**config.mk**
```make
export PLATFORM = sky130hd
export DESIGN_NAME = hazard_ctrl
export DESIGN_NICKNAME = d
export VERILOG_FILES = /design/src/rtl/hazard_ctrl.sv
export SDC_FILE = /design/constraint.sdc
export NUM_CORES = 1
export LEC_CHECK = 0
export ABC_AREA = 1
export CORE_ASPECT_RATIO = 1.75
export CORE_UTILIZATION = 30
export DETAILED_ROUTE_END_ITERATION = 7
export DONT_BUFFER_PORTS = 1
export HOLD_SLACK_MARGIN = 0.12
export PLACE_DENSITY_LB_ADDON = 0.12
export SYNTH_ARGS = -nofsm -noshare
export SYNTH_HDL_FRONTEND = slang
export SYNTH_SLANG_ARGS = --single-unit
```
**constraint.sdc**
```tcl
create_clock -name clk -period 2.3 [get_ports clk]
set_input_delay 0.345 -clock clk [delete_from_list [all_inputs] [get_ports clk]]
set_output_delay 0.345 -clock clk [all_outputs]
set_load 0.02 [all_outputs]
```
**src/rtl/hazard_ctrl.sv**
```systemverilog
// hazard_ctrl: hazard and sequencing control for the 5-stage pipeline (F D E M W).
// Produces the E-stage operand forwarding selects, per-stage stall/flush
// enables, and runs the data-memory wait FSM with a timeout into a sticky error.
// Optional build macro HAZARD_PERF_EN adds the StallCycles/FlushCycles counters.
module hazard_ctrl #(
  parameter int MEM_TIMEOUT = 16
`ifdef HAZARD_PERF_EN
  , parameter int PERF_W    = 32
`endif
) (
  input  logic        clk,
  input  logic        reset,
  input  logic [3:0]  RA1D,
  input  logic [3:0]  RA2D,
  input  logic [3:0]  RA1E,
  input  logic [3:0]  RA2E,
  input  logic [3:0]  WA3E,
  input  logic [3:0]  WA3M,
  input  logic [3:0]  WA3W,
  input  logic        RegWriteM,
  input  logic        RegWriteW,
  input  logic        MemtoRegE,
  input  logic        PCSrcD,
  input  logic        PCSrcE,
  input  logic        PCSrcM,
  input  logic        PCSrcW,
  input  logic        BranchTakenE,
  input  logic        MemReqM,
  input  logic        MemReadyM,
  output logic [1:0]  ForwardAE,
  output logic [1:0]  ForwardBE,
  output logic        StallF,
  output logic        StallD,
  output logic        StallE,
  output logic        StallM,
  output logic        FlushD,
  output logic        FlushE,
  output logic        FlushW,
`ifdef HAZARD_PERF_EN
  output logic [PERF_W-1:0] StallCycles,
  output logic [PERF_W-1:0] FlushCycles,
`endif
  output logic        MemErr
);

  localparam int CW = $clog2(MEM_TIMEOUT + 1);

  typedef enum logic [1:0] {S_RUN, S_WAIT, S_ERR} mstate_e;

  mstate_e       state_q, state_d;
  logic [CW-1:0] cnt_q, cnt_d;
  logic          ld_stall, pc_pend, mem_stall;

  // R15 is never forwarded; M-stage result beats W-stage result.
  function automatic logic [1:0] fwd_sel(input logic [3:0] ra,
                                         input logic       wem, input logic [3:0] wam,
                                         input logic       wew, input logic [3:0] waw);
    if (ra == 4'hF)                 return 2'b00;
    else if (wem && (wam == ra))    return 2'b10;
    else if (wew && (waw == ra))    return 2'b01;
    else                            return 2'b00;
  endfunction

  // Operand forwarding selects for the E-stage ALU.
  always_comb begin
    ForwardAE = fwd_sel(RA1E, RegWriteM, WA3M, RegWriteW, WA3W);
    ForwardBE = fwd_sel(RA2E, RegWriteM, WA3M, RegWriteW, WA3W);
  end

  // Combinational hazard detection: load-use and pending PC writes.
  always_comb begin
    ld_stall = MemtoRegE & ((RA1D == WA3E) | (RA2D == WA3E));
    pc_pend  = PCSrcD | PCSrcE | PCSrcM;
  end

  // Memory wait FSM state and timeout counter register.
  always_ff @(posedge clk) begin
    if (reset) begin
      state_q <= S_RUN;
      cnt_q   <= '0;
    end else begin
      state_q <= state_d;
      cnt_q   <= cnt_d;
    end
  end

  // Memory FSM next state; stall asserted in the request cycle itself so a
  // ready memory costs no extra cycles. Ready at the timeout cycle still wins.
  always_comb begin
    state_d   = state_q;
    cnt_d     = cnt_q;
    mem_stall = 1'b0;
    unique case (state_q)
      S_RUN: begin
        if (MemReqM && !MemReadyM) begin
          mem_stall = 1'b1;
          state_d   = S_WAIT;
          cnt_d     = CW'(1);
        end
      end
      S_WAIT: begin
        if (MemReadyM) begin
          state_d = S_RUN;
          cnt_d   = '0;
        end else begin
          mem_stall = 1'b1;
          if (cnt_q == CW'(MEM_TIMEOUT)) state_d = S_ERR;
          else                           cnt_d   = cnt_q + CW'(1);
        end
      end
      S_ERR: begin
        mem_stall = 1'b1;
      end
      default: begin
        state_d = S_RUN;
        cnt_d   = '0;
      end
    endcase
  end

  // Stall/flush enables; a memory stall freezes everything and bubbles only W.
  always_comb begin
    if (mem_stall) begin
      StallF = 1'b1;
      StallD = 1'b1;
      StallE = 1'b1;
      StallM = 1'b1;
      FlushD = 1'b0;
      FlushE = 1'b0;
      FlushW = 1'b1;
    end else begin
      StallF = ld_stall | pc_pend;
      StallD = ld_stall;
      StallE = 1'b0;
      StallM = 1'b0;
      FlushD = pc_pend | PCSrcW | BranchTakenE;
      FlushE = ld_stall | BranchTakenE;
      FlushW = 1'b0;
    end
  end

  assign MemErr = (state_q == S_ERR);

`ifdef HAZARD_PERF_EN
  logic [PERF_W-1:0] stall_cnt_q, flush_cnt_q;

  // Free-running, wrapping occupancy counters for stalls and flushes.
  always_ff @(posedge clk) begin
    if (reset) begin
      stall_cnt_q <= '0;
      flush_cnt_q <= '0;
    end else begin
      if (StallF)           stall_cnt_q <= stall_cnt_q + PERF_W'(1);
      if (FlushD || FlushE) flush_cnt_q <= flush_cnt_q + PERF_W'(1);
    end
  end

  assign StallCycles = stall_cnt_q;
  assign FlushCycles = flush_cnt_q;
`endif

endmodule

```
==> results.json, run 1 <==
{
  "n_antenna_cell": 0,
  "synthFlopType": "dfxtp_1",
  "gp_congestion": 0.814,
  "syn_inst": 175,
  "yosys.area_share.xor_xnor_pct": 4.62,
  "design_area_mm2": 0.00104,
  "area_delta_synth_final_pct": 9.50,
  "p_sw_mw": 0.156,
  "p_per_area_mw_per_mm2": 432,
  "cp.depth": 5,
  "hold_path.class": "in -> reg",
  "cp.arrival_ns": 1.53,
  "skew_ns": 0.00111,
  "synth-seq-cells": 7,
  "synth_top_area_share_pct": 19.4,
  "design.die.area_mm2": 0.00340,
  "slew_headroom_pct": 53.2,
  "cts_root_buffer": "clkbuf_8",
  "p_comb_share_pct": 30.5,
  "cts_tree": "done",
  "critPathKind": "reg -> out",
  "post_cts_buffers": 0,
  "endpoint_kind": "primary output",
  "synth_fp_nets": 217,
  "post_cts_resize_count": 0,
  "drv_cap": 0,
  "synth_area_um2": 948,
  "r2r_cells": 8,
  "coreArea_mm2": 0.00296,
  "p_leak_nw": 0.545,
  "clkPwrFrac_pct": 39.9,
  "synth-adder-area-share_pct": 2.64,
  "synth_edf_count": 0,
  "synth_common_cells": "nand2_1 (49), inv_1 (34), nor2_1 (16), a21oi_1 (12), nand4_1 (9)",
  "synth.most_common_cell": "nand2_1",
  "clkSlewWorstSetupHoldPaths_ns": 0.04,
  "final.setup.tns_ns": 0,
  "first_pass_iters": 4,
  "first_iter_violations": 23,
  "cts_hold_buf": 0,
  "synth_top_family_by_area": "simple AND/OR/NAND/NOR gates",
  "dpl_cell_area_um2": 993,
  "min_period_over_period_pct": 81.6,
  "hold_ws_ns": 0.170,
  "fin_crit_ns": 1.88,
  "grt_first_pass_wirelength_mm": 3.62,
  "clock_tree.htree_level_count": 1,
  "grt_setup_unrepaired": "no",
  "drive_above_1_share_pct": 13.5,
  "cts_num_sinks": 7,
  "wl_mm": 2.42,
  "grt-ovfl-total": 0,
  "sw_frac_of_total_pct": 34.8,
  "yosysWarningCount": 0,
  "critPathMaxStageDelay_ns": 0.41,
  "asyncSetResetFlopFracSynth_pct": 0,
  "clock_latency_ns": 0.23,
  "wl_per_cell_um": 11.0,
  "top_level_ports": 52,
  "antenna_found_initial": 0,
  "ff_latch_area_um2": 140,
  "power_frac_seq_pct": 29.6,
  "route.vias.total": 1037,
  "synth_compound_area_share_pct": 14.4,
  "synthTopCellsByArea": "nand2_1 (19%), dfxtp_1 (15%), inv_1 (13%), a21oi_1 (6.3%), nor2_1 (6.3%)",
  "hpwl_mm": 2.09,
  "grt_pass1_vias": 959,
  "nNetsFinal": 221,
  "path_cells": "nor2_1, nand2_2, nand2_1, inv_2, a21oi_1",
  "multi_input_area_um2": 639,
  "critPathTopFamily": "compound AO/OA/AOI/OAI gates",
  "hold_viol": 0,
  "p_int_mw": 0.292,
  "die_h_um": 76.4,
  "slowest_stage": "a21oi_1",
  "n_fill_cell": 345,
  "syn_area_per_cell_um2": 5.42,
  "rows": 26,
  "drc": 0,
  "slew_violations": 0,
  "postRouteAntennaNets": 0,
  "start_util_pct": 32.0,
  "worstPathBufferInverterCount": 1,
  "synth_area_leader_cell": "nand2_1",
  "grt_start_max_net_pins": 7,
  "grt.total_usage_pct": 14.0,
  "min_path_cells": 1,
  "clockBufferDepth": 2,
  "netlist-cell-type-count": 24,
  "status": "complete, no violations",
  "numCtsBuffers": 3,
  "routed_via_density": 4.71,
  "required_ns": 1.96,
  "synthSimpleGateAreaFrac_pct": 45.8,
  "muxShareOfSynthArea_pct": 0,
  "die_x_um": 44.5,
  "numPortBuffers": 0,
  "max_freq_mhz": 533,
  "critical_path.startpoint_type": "register",
  "worstMarginPinSlew_ns": 0.700,
  "path_max_fanout": 5,
  "peakVddDrop_mv": 0.268,
  "setup_viol": 0,
  "synth.yosys.seq_area_share_pct": 14.8
}
[worst paths after layout]
path,from,end,slack [ns]
min reg2reg,cnt_q[3]$_SDFFE_PP0P_,cnt_q[3]$_SDFFE_PP0P_,0.50
max reg2reg,cnt_q[0]$_SDFFE_PP0P_,cnt_q[0]$_SDFFE_PP0P_,0.82
min,reset,cnt_q[1]$_SDFFE_PP0P_,0.17
max,state_q[0]$_SDFFE_PP0P_,FlushE,0.42
[per-stage QoR]
| stage | power, mW | utilization [%] | std cells | setup WS, ns |
|---|---|---|---|---|
| after global routing | 0.476 | 35.1 | 220 | 0.292 |
| final | 0.448 | 35.1 | 220 | 0.424 |
| after detailed placement | 0.271 | 33.6 | 216 | 0.662 |
| after CTS | 0.453 | 35.1 | 220 | 0.416 |
| after floorplan | 0.258 | - | 175 | 0.822 |
| after global placement | 0.270 | 33.6 | 216 | 0.682 |
[state kept, by name (all words and copies together) (netlist names)]
name	count
state_q	2
cnt_q	5
[routing by layer]
| layer | track usage, % | routed length (µm) |
|---|---|---|
| met5 | 0 | 0 |
| met4 | 7.27 | 38 |
| met3 | 2.13 | 128 |
| met2 | 29.1 | 1410 |
| met1 | 10.5 | 840 |
[placed cells by master, fill, tap and decap left out, types with 3 or more instances in the layout]
cell type / n
nand2_1: 49
inv_1: 34
nor2_1: 16
a21oi_1: 12
nand4_1: 9
inv_2: 7
dfxtp_1: 7
nand2_2: 6
o21ai_0: 5
xnor2_1: 3
o22ai_1: 3
nor3_1: 3
nand3_1: 3
clkbuf_8: 3
[cell families after synthesis]
group,Yosys count
adders and majority gates,2
DFF,7
AOI/OAI and AO/OA,24
and+or+nand+nor,94
xor gates and xnor gates,5
buffers and inverters,43
[power groups by stage]
stage | Clock [mW] | Combinational [mW] | Sequential, mW
final | 0.179 | 0.137 | 0.133
after global routing | 0.189 | 0.154 | 0.133
after CTS | 0.183 | 0.137 | 0.133
after detailed placement | 0 | 0.136 | 0.135
after global placement | 0 | 0.135 | 0.135
after floorplan | 0 | 0.125 | 0.134
[cell type report]
type / instances / area share (%)
well taps: 42 / 5.06
clock buffers: 4 / 4.34
multi-input cells: 125 / 61.6
flip-flops and latches: 7 / 13.5
repair buffers: 1 / 0.723
inverters: 41 / 14.8
(Power assumes the default switching activity.)
==> inputs of run 2 (changes only) <==
clock period = 1.9 ns   (was 2.3 ns; I/O delays follow)
==> run 2 against run 1 <==
Against the previous run:
- design area grew 3.4%
- combinational power grew 28%
- power grew 22%
- utilization grew 1.2 points
- critical endpoint unchanged
==> results.json, run 2 (synthesis gave the netlist of run 1 again) <==
{
  "clkSlewWorstSetupHoldPaths_ns": 0.04,
  "wl_mm": 2.41,
  "die_h_um": 76.4,
  "antenna_found_initial": 0,
  "regMostFlops": "cnt_q",
  "hold_end": "state_q[1]$_SDFFE_PP0P_",
  "regToRegEndpoint": "cnt_q[0]$_SDFFE_PP0P_",
  "clkPwrFrac_pct": 38.5,
  "area_delta_synth_final_pct": 13.2,
  "reg_top3": "cnt_q (5), state_q (2)",
  "skew_ns": 0.00263,
  "final_cells": 224,
  "min_path_cells": 1,
  "start_util_pct": 32.0,
  "grt_first_pass_wirelength_mm": 4.00,
  "top_level_ports": 52,
  "hpwl_mm": 2.15,
  "n_antenna_cell": 0,
  "layout_common_cells": "nand2_1 (49), inv_1 (34), nor2_1 (16)",
  "design_area_mm2": 0.00107,
  "r2r_slack_ns": 0.56,
  "pre_cts_slack_ns": 0.466,
  "p_sw_mw": 0.185,
  "die_x_um": 44.5,
  "power_frac_seq_pct": 29.5,
  "worstMarginPinSlew_ns": 0.473,
  "grt_setup_unrepaired": "no",
  "setup_viol": 0,
  "drive_above_1_share_pct": 14.3,
  "clockBufferDepth": 2,
  "crit-reg2reg-launch": "cnt_q[0]$_SDFFE_PP0P_",
  "slew_headroom_pct": 68.6,
  "cts_root_buffer": "clkbuf_8",
  "n_fill_cell": 334,
  "first_pass_iters": 6,
  "route.vias.total": 1052,
  "p_comb_share_pct": 32.0,
  "r2r_cells": 8,
  "peakVddDrop_mv": 0.525,
  "p_leak_nw": 0.564,
  "grt.total_usage_pct": 15.1,
  "p_int_mw": 0.360,
  "wl_per_cell_um": 10.7,
  "routed_via_density": 4.70,
  "grt_pass1_vias": 1092,
  "grt-ovfl-total": 0,
  "cp.arrival_ns": 1.39,
  "nNetsFinal": 225,
  "largest_register_ffs": 5,
  "drv_cap": 0,
  "fin_crit_ns": 1.67,
  "design.die.area_mm2": 0.00340,
  "grt_start_max_net_pins": 7,
  "cts_tree": "done",
  "numCtsBuffers": 3,
  "cts_num_sinks": 7,
  "sw_frac_of_total_pct": 34.0,
  "startpoint": "state_q[0]$_SDFFE_PP0P_",
  "slew_violations": 0,
  "p_per_area_mw_per_mm2": 508,
  "status": "complete, no violations",
  "hp-start": "reset",
  "gp_congestion": 0.826,
  "dp_cells": 218,
  "hold_path.class": "in -> reg",
  "numPortBuffers": 0,
  "rows": 26,
  "path_max_fanout": 5,
  "clock_tree.htree_level_count": 1,
  "endpoint_kind": "primary output",
  "dpl_cell_area_mm2": 0.00101,
  "critPathKind": "reg -> out",
  "min_period_over_period_pct": 88.1,
  "hold_viol": 0,
  "first_iter_violations": 16,
  "critical_path.startpoint_type": "register",
  "drc": 0,
  "post_cts_resize_count": 0,
  "required_ns": 1.62,
  "postRouteAntennaNets": 0,
  "clock_latency_ns": 0.23,
  "final.setup.tns_ns": 0,
  "max_freq_mhz": 597,
  "hold_ws_ns": 0.127,
  "fin_ws_ns": 0.226,
  "coreArea_mm2": 0.00296,
  "layout_commonest_cell": "nand2_1"
}
## run 2: cell count changes in the layout (fill, tap and decap cells not counted), sizes merged
cell / previous run / this run
buf: 1 / 3
dlygate4sd3: 0 / 2
## run 2: critical path: stages (launching register included)
cell     delay [ns]
dfxtp_1        0.35
nor2_1         0.16
nand2_2        0.08
nand2_1        0.14
inv_2          0.05
a21oi_1        0.38
## run 2: worst max-delay path by stage
stage	end	slack [ns]	cells past startpoint
after floorplan	FlushE	0.49	5
after global placement	FlushE	0.51	5
after detailed placement	FlushE	0.47	5
after CTS	FlushE	0.23	5
after global routing	FlushE	0.14	5
final	FlushE	0.23	5
## run 2: power by group through the flow
stage / clock network (mW) / registers [mW] / logic [mW]
after CTS: 0.213 / 0.160 / 0.174
after floorplan: 0 / 0.162 / 0.151
after global placement: 0 / 0.163 / 0.168
after global routing: 0.225 / 0.161 / 0.197
final: 0.210 / 0.161 / 0.175
after detailed placement: 0 / 0.163 / 0.171
## run 2: metrics by stage
| stage | total power [mW] | util, % |
|---|---|---|
| after detailed placement | 0.334 | 34.1 |
| final | 0.546 | 36.3 |
| after floorplan | 0.312 | - |
| after global routing | 0.583 | 36.3 |
| after global placement | 0.331 | 34.1 |
| after CTS | 0.548 | 35.9 |
## run 2: layout make-up
class | count | area (µm²) | area share [%]
Multi-Input combinational cell | 125 | 639 | 59.6
Inverter | 41 | 154 | 14.3
Sequential cell | 7 | 140 | 13.1
Tap cell | 42 | 52.6 | 4.90
Clock buffer | 4 | 45.0 | 4.20
Timing Repair Buffer | 5 | 42.5 | 3.96
## run 2: timing repair
action	in CTS	in global routing
buffers inserted	0	0
hold buffers	1	1
hold endpoints to repair	2	1
## run 2: metal layers
metal | share of wire [%] | vias to the layer above | global-route usage (%) | wire length (µm)
li1 | - | 562 | - | -
met1 | 32 | 459 | 10.7 | 769
met2 | 62 | 27 | 33.4 | 1500
met3 | 4.4 | 4 | 2.37 | 107
met4 | 1.2 | 0 | 5.45 | 30
met5 | 0 | - | 0 | 0
